$ cat src/rtl/mem_bridge_pkg.sv
`default_nettype none
// ============================================================================
// Module   : mem_bridge_pkg
// Brief    : Shared state encoding and default widths for the CPU memory
//            bridge; ERR exists only when MEM_BRIDGE_TIMEOUT_EN is defined.
// Revision : 1.0 - initial release
// ============================================================================
package mem_bridge_pkg;

  localparam int ADDR_W_DEF = 5;
  localparam int DATA_W_DEF = 8;

  typedef enum logic [1:0] {
    IDLE = 2'd0,
    REQ  = 2'd1,
    DONE = 2'd2
`ifdef MEM_BRIDGE_TIMEOUT_EN
    , ERR = 2'd3
`endif
  } memif_state_t;

endpackage
`default_nettype wire

$ cat src/rtl/mem_bridge.sv
`default_nettype none
// ============================================================================
// Module   : mem_bridge
// Brief    : Turns CPU level read/write strobes into one handshaked external
//            access per rising edge. MEM_BRIDGE_TIMEOUT_EN adds an abort path.
// Revision : 1.0 - initial release
// ============================================================================
module mem_bridge
  import mem_bridge_pkg::*;
#(
  parameter int ADDR_W      = ADDR_W_DEF,
  parameter int DATA_W      = DATA_W_DEF,
  parameter int TIMEOUT_CYC = 15
) (
  input  logic              clk,
  input  logic              reset,
  input  logic              mem_rd,
  input  logic              mem_wr,
  input  logic [ADDR_W-1:0] addr,
  input  logic [DATA_W-1:0] wdata,
  output logic [DATA_W-1:0] rdata,
  output logic              stall,
  output logic              bus_err,
  output logic              ext_req,
  output logic              ext_we,
  output logic [ADDR_W-1:0] ext_addr,
  output logic [DATA_W-1:0] ext_wdata,
  input  logic [DATA_W-1:0] ext_rdata,
  input  logic              ext_ack
);

  if (TIMEOUT_CYC < 1) begin : g_bad_timeout
    $error("mem_bridge: TIMEOUT_CYC must be at least 1");
  end

  memif_state_t r_state;
  logic         r_strobe_q;
  logic         w_strobe;
  logic         w_start;

  assign w_strobe = mem_rd | mem_wr;
  // Only a fresh rise seen in IDLE opens an access; a held level never retriggers.
  assign w_start  = w_strobe & ~r_strobe_q & (r_state == IDLE);

`ifdef MEM_BRIDGE_TIMEOUT_EN
  localparam int               c_cnt_w    = $clog2(TIMEOUT_CYC + 1);
  localparam logic [c_cnt_w-1:0] c_cnt_last = c_cnt_w'(TIMEOUT_CYC - 1);

  logic [c_cnt_w-1:0] r_cnt;
  logic               r_bus_err;

  assign stall   = w_start | (r_state == REQ) | (r_state == ERR);
  assign bus_err = r_bus_err;
`else
  assign stall   = w_start | (r_state == REQ);
  assign bus_err = 1'b0;
`endif

  always_ff @(posedge clk) begin
    if (reset) begin
      r_state    <= IDLE;
      r_strobe_q <= 1'b0;
      rdata      <= '0;
      ext_req    <= 1'b0;
      ext_we     <= 1'b0;
      ext_addr   <= '0;
      ext_wdata  <= '0;
`ifdef MEM_BRIDGE_TIMEOUT_EN
      r_cnt      <= '0;
      r_bus_err  <= 1'b0;
`endif
    end else begin
      r_strobe_q <= w_strobe;
      case (r_state)
        IDLE: begin
          if (w_start) begin
            r_state   <= REQ;
            ext_req   <= 1'b1;
            ext_addr  <= addr;
            ext_wdata <= wdata;
            // Simultaneous rd+wr resolves to a write.
            ext_we    <= mem_wr;
`ifdef MEM_BRIDGE_TIMEOUT_EN
            r_cnt     <= '0;
`endif
          end
        end
        REQ: begin
          // Ack wins over a timeout landing in the same cycle.
          if (ext_ack) begin
            r_state <= DONE;
            ext_req <= 1'b0;
            if (!ext_we) begin
              rdata <= ext_rdata;
            end
          end
`ifdef MEM_BRIDGE_TIMEOUT_EN
          else if (r_cnt == c_cnt_last) begin
            r_state   <= ERR;
            ext_req   <= 1'b0;
            r_bus_err <= 1'b1;
            if (!ext_we) begin
              rdata <= '0;
            end
          end else begin
            r_cnt <= r_cnt + 1'b1;
          end
`endif
        end
        DONE: begin
          r_state <= IDLE;
        end
`ifdef MEM_BRIDGE_TIMEOUT_EN
        ERR: begin
          r_state <= DONE;
        end
`endif
        default: begin
          r_state <= IDLE;
          ext_req <= 1'b0;
        end
      endcase
    end
  end

endmodule
`default_nettype wire

$ cat config.mk
export PLATFORM = sky130hd
export DESIGN_NAME = mem_bridge
export DESIGN_NICKNAME = d
export VERILOG_FILES = /design/src/rtl/mem_bridge_pkg.sv /design/src/rtl/mem_bridge.sv
export SDC_FILE = /design/constraint.sdc
export NUM_CORES = 1
export LEC_CHECK = 0
export ABC_AREA = 1
export CAP_MARGIN = 30
export CORE_MARGIN = 5
export CORE_UTILIZATION = 25
export CTS_CLUSTER_DIAMETER = 100
export DETAILED_ROUTE_END_ITERATION = 7
export HOLD_SLACK_MARGIN = 0.1
export PLACE_DENSITY = 0.56
export SLEW_MARGIN = 0
export SYNTH_ARGS = -nofsm -noshare
export SYNTH_HDL_FRONTEND = slang
export SYNTH_SLANG_ARGS = --single-unit
$ cat constraint.sdc
create_clock -name clk -period 1.1 [get_ports clk]
set_clock_uncertainty 0.05 [all_clocks]
set_input_delay 0.22 -clock clk [delete_from_list [all_inputs] [get_ports clk]]
set_output_delay 0.22 -clock clk [all_outputs]
set_load 0.02 [all_outputs]
==> results.md <==
* Status: finished, violations left
* Violated checks: setup timing
* Setup Crit Path Kind: reg -> out
* Core Util, Final at 0.404
* Critical path depth at 4
* Clock latency on the worst-skew pair at 260 ps
* Final Hold Viols at 0
* Comb pwr share at 0.270
* Req. time, crit path at around 830 ps
* Final setup viols at 23
* Crit. End Element: output pin
* Vias after detailed routing at 1067
* Critical path startpoint category: flop
* Arrival @ worst endpoint at 1010 ps
* Yosys warning total at 0
* Max Slew Vio Count at 0
* Top cells by area, synth: dfxtp_1 47%, nand2_1 16%, nor2_1 15%
* Post-synth EDFFs at 0
* Main flop type after synthesis: dfxtp_1
* Largest stage delay, worst path at 350 ps
* Mapped Avg Cell Area at 6.70 um^2
* H-tree depth at 1
* Placed inst area at around 1700 um^2
* Deepest clock path buffer count at 2
* HP Class: in -> reg
* Total wire length at 2630 um
* Initial antenna violation count at 0
* Clock slew at reported path FFs at 90 ps
* Hold depth at 3
* Post-Syn Nets at 190
* RePlAce Congestion at 0.702
* Leakage at around 0.92 nW
* Initial Util at 0.256
* Seq/Total Area, Yosys at 0.474
* Final ANT Viol Nets at 0
* Cell row count at 24
* Top cell type's share of synthesized area at 0.474
* Largest net degree at the start of global routing at 30
* Max Clock Freq at 780 MHz
* Pwr dens at approximately 1300 nW/um^2
* Fillcell total at between 400 and 500
* Tot GR Track Use at 0.0935
* Core region area at 4290 um^2
* Vias in the first global route at just over 1000
* Clk Tree Root Cell: clkbuf_8
* Commonest cells in the synthesized netlist: 48 x nand2_1, 43 x nor2_1, 28 x inv_1, 26 x dfxtp_1
* First-pass GRT wire length at 4620 um
* Hpwl dp at 1850 um
* Top Ports at 51
* Hold Buf Count CTS at 0
* Synth unique cells at 18
* Peak supply drop at 474 uV
* Cell area after synthesis at 1100 um^2
* Setup slack after layout at -182 ps
* ANT cells at 0
* Clock share of power at 0.267
* Die Ht at 76.3 um
* Overflow after GRT at 0
* FF-to-FF path depth at 8
* Top-count cell post-synth: nand2_1
* Power Internal at 1.63 mW
* Yosys reg bits at 26
* Final nets at 251
* Vias per std cell at approximately 3.9
* Final instance area at 1730 um^2
* Worst-path maximum fanout at 3
* DRC violation count after routing at 0
* CTS buffer count at 3
* TritonCTS clock tree: built
* Share of cells above drive strength 1 at 0.272
* Period Utilization, post-route at 1.17
* Mapped Cells at 164
* WL/cell at around 9.5 um
* RSZ-0062 raised after global routing: true
* Critical Path, Cell by Cell: nor2_4, nand3_2, nand2_4, buf_6
* WP buf/inv at 1
* PortBufs at 49
* Crit-path slowest cell: dfxtp_2
* Area Growth Syn to Fin at 57.9%
* Sw frac at 0.292
* Tmin final at 1280 ps
* Die area at 5820 um^2
* Switching Power at 0.669 mW
* CP top delay family: flip-flops
* Seq pwr share at 0.463
* Asr flop ratio synth at 0
* Yosys top cell by area: dfxtp_1
* Initial DRC count at 24
* Die Wd at 76.3 um
* DR pass1 iterations at 2
* Max_cap viols at 0
* Clock sink count at 26
sequential cells by signal, summed over array words and instances, names as in the netlist:
| register | count |
|---|---|
| ext_addr | 5 |
| ext_req | 1 |
| ext_wdata | 8 |
| ext_we | 1 |
| r_state | 2 |
| r_strobe_q | 1 |
| rdata | 8 |
cells in the final DEF (no fill, tap or decap), drive strengths merged:
cell	netlist	routed
a21oi	3	3
buf	5	38
clkbuf	2	4
clkdlybuf4s50	0	23
conb	1	1
dfxtp	26	26
dlygate4sd2	0	2
inv	28	28
nand2	49	49
nand3	1	1
nand4	1	1
nor2	45	45
nor3b	1	1
o21ai	1	1
or2	1	1
power groups by stage:
stage | combinational [mW] | sequential (mW) | clock, mW
floorplan | 0.253 | 1.18 | 0
CTS | 0.645 | 1.06 | 0.643
detailed placement | 0.661 | 1.09 | 0
global route | 0.696 | 1.07 | 0.680
global placement | 0.657 | 1.09 | 0
finish | 0.619 | 1.06 | 0.613
metrics by stage:
| step | setup WS [ps] | hold slack, ps | std cells | power, mW | TNS, ps |
|---|---|---|---|---|---|
| CTS | -206 | 300 | 278 | 2.35 | -2140 |
| floorplan | 8.33 | 239 | 164 | 1.43 | 0 |
| global route | -252 | 332 | 276 | 2.45 | -3980 |
| detailed placement | -737 | 403 | 267 | 1.75 | -11480 |
| finish | -182 | 318 | 276 | 2.30 | -1400 |
| global placement | -730 | 415 | 267 | 1.74 | -11090 |
final timing paths:
| kind | start | to | slack, ps |
|---|---|---|---|
| max | r_state[1] | stall | -180 |
| min | mem_rd | r_strobe_q | 320 |
| max reg2reg | r_state[0] | rdata[6] | -120 |
| min reg2reg | ext_req | ext_req | 420 |
layer usage:
layer  GRT usage  wire [um]  up-vias
met5           0          0        -
met3      0.0343        186        2
met1       0.103       1140      453
met4      0.0210         12        0
met2       0.170       1290       25
li1            -          -      587
worst register-to-register path, cell delays in order (launching register included):
cell	delay (ps)
dfxtp_2	370
buf_6	110
nand2_4	50
buf_6	120
nor2_4	130
buf_8	160
nand2_2	50
nand2_1	50
nor2_1	40
cell families (layout without fill, tap and decap cells):
| group | after synthesis | count (layout) | share of synthesized area |
|---|---|---|---|
| and+or+nand+nor | 98 | 98 | 0.360 |
| other | 1 | 1 | 0.00341 |
| buffers and inverters | 35 | 95 | 0.145 |
| DFF | 26 | 26 | 0.474 |
| AOI/OAI and AO/OA | 4 | 4 | 0.0182 |
area by class of cell:
type / count / area (um^2) / share of cell area
sequential: 26 / 523 / 0.302
multi-input combinational: 103 / 473 / 0.273
inverter: 28 / 105 / 0.0606
clock buffer: 4 / 55.1 / 0.0317
tap: 52 / 65.1 / 0.0375
timing repair buffer: 63 / 513 / 0.296
repair_timing:
| item | CTS | global route |
|---|---|---|
| setup buffers | 6 | 0 |
| pin swaps | 8 | 4 |
| setup endpoints to repair | 48 | 26 |
| resized for setup | 119 | 5 |
| gates cloned | 1 | 0 |
No activity file was read; power rests on OpenSTA's default activity.
==> edit (same settings) <==
Set the package constant `DATA_W_DEF` to 6 (it was 8).
--- a/src/rtl/mem_bridge_pkg.sv
+++ b/src/rtl/mem_bridge_pkg.sv
@@ -9,5 +9,5 @@
 
   localparam int ADDR_W_DEF = 5;
-  localparam int DATA_W_DEF = 8;
+  localparam int DATA_W_DEF = 6;
 
   typedef enum logic [1:0] {
Ports: changed (resized ext_rdata, ext_wdata, rdata and wdata); port bits go from 51 to 43. No check against the original RTL was run, so the function may have changed too.
==> edit against the unedited design <==
The run still ends with negative setup slack left. Count of clock-buffer cells in the layout is 1 lower. Global-route usage increased by 0.28 points. Worst setup slack better by 30 ps. Final area is 18% lower. Total power fell by 18%. Routed wire length is 16% lower. Area after synthesis down 15%. Non-clock buffer count decreased by 12. Sequential cell count decreased by 4. Largest cell class unchanged.
==> edit: results (changes against the unedited design) <==
* Outcome: finished with violations
* Failing checks: negative setup slack
* Sw power at 545.8 µW (-18%)
* Peak supply drop at 0.5574 mV (+18%)
* Total leakage power at 0.7445 nW (-19%)
* Regs by FF count: ext_wdata: 6 flops, rdata: 6 flops, ext_addr: 5 flops
* Endpoints failing setup at 14 (-39%)
* Layout Nets at 212 (-16%)
* Pre-Repair DR Iteration Count at 2 (unchanged)
* Crit path DAT at 980 ps (-30 ps)
* ANT cells at 0 (unchanged)
* Worst path max stage delay at 340 ps
* Combinational gate power at 511 µW (-17%)
* Final worst-path setup slack at -151.9 ps (+30.35 ps)
* Latest clock arrival within the worst-skew pair at 250 ps
* Clock transition at the registers of the reported paths at 70 ps (-20 ps)
* Post-synth net total at 161 (-15%)
* Final HPWL DP at 1.696 mm (-8.4%)
* Number of fill cells at 403 (-15%)
* Hold path cells at 3 (unchanged)
* Post-place setup slack at -780.1 ps (-42.82 ps)
* Routed len/inst at 9.343 µm (-1.9%)
* Cells on worst reg2reg path at 8 (unchanged)
* Top cells by count, synth: 41 x nand2_1, 34 x nor2_1, 24 x inv_1, 22 x dfxtp_1, 4 x buf_4
* Layout cells sized above 1 at 22.87% (-4.4 points)
* Vias in the first global route at 950 (-7.7%)
* Largest net degree at the start of global routing at 26 (-13%)
* XOR/XNOR Fraction of Synth Area at 0% (unchanged)
* Yosys cell types at 15 (-3)
* Via-to-Cell Ratio at 3.831 (-0.92%)
* # placed instances at 233 (-13%)
* H-tree Lvls at 1 (unchanged)
* Synth area leaders: dfxtp_1 47%, nand2_1 16%, nor2_1 14%
* DRT iter0 DRCs at 41 (+71%)
* Final GP Congestion at 0.7153 (+1.9%)
* Synth Area in Compound Gates at 2.145% (+0.32 points)
* Mapped Avg Cell Area at 6.715 µm² (+0.25%)
* Clock Power Share at 24.9% (-1.8 points)
* Maximum root-to-sink buffer count at 2 (unchanged)
* Global-route wire length before repair at 4.008 mm (-13%)
* GR Util All Layers at 9.638% (+0.28 points)
* R2R Setup Slk at -80 ps (+40 ps)
* PortBufs at 41 (-16%)
* Final Non-Filler Cells at 236 (-14%)
* Sequential cell area fraction in the yosys report at 47.18% (-0.20 points)
-- edit: cell count changes in the layout (fill, tap and decap cells not counted), moves of 2 or more --
cell,unedited run,this run
buf_2,22,19
buf_6,4,1
clkdlybuf4s50_1,23,19
dfxtp_1,24,20
inv_1,28,23
nand2_2,9,2
nand2_4,3,1
nor2_1,43,34
-- edit: per-layer routing --
metal  up-vias  wire, µm  track usage [%]
met1       387       968            11.10
met2        23      1079            16.99
met5         -         0                0
met3         2       143            2.841
met4         0        13            3.132
li1        492         -                -
-- edit: kinds of logic (layout without fill, tap and decap cells) --
group,Yosys count,in the layout
compound gates,4,4
buf+inv,30,79
other cells,1,1
flops,22,22
simple gates,82,82
-- edit: per-stage QoR --
step	TNS (ps)	instance area [µm²]	total power, mW	hold WS [ps]	utilization [%]
after floorplan	0	944.7	1.221	239.1	-
after global placement	-9156	1458	1.478	399.9	40.12
after detailed placement	-9742	1458	1.493	400.7	40.12
after CTS	-1161	1418	1.932	346.0	39.02
after global routing	-2276	1420	2.015	382.2	39.08
final	-648.7	1420	1.885	364.7	39.08
-- edit: path summary, 6_finish.rpt --
path              start         end
min              mem_rd  r_strobe_q
max          r_state[1]       stall
min reg2reg     ext_req     ext_req
max reg2reg  r_state[1]    rdata[4]
-- edit: layout make-up --
| type | count | share of cell area [%] |
|---|---|---|
| Sequential cell | 22 | 31.19 |
| Timing Repair Buffer | 51 | 28.28 |
| Multi-Input combinational cell | 87 | 26.78 |
| Inverter | 25 | 6.608 |
| Tap cell | 48 | 4.229 |
| Clock buffer | 3 | 2.907 |
-- edit: repair_timing --
action	in CTS	in global routing
setup buffers	0	0
hold buffers	0	0
pin swaps	1	2
setup endpoints to repair	40	21
resized for setup	90	1
gates cloned	0	0
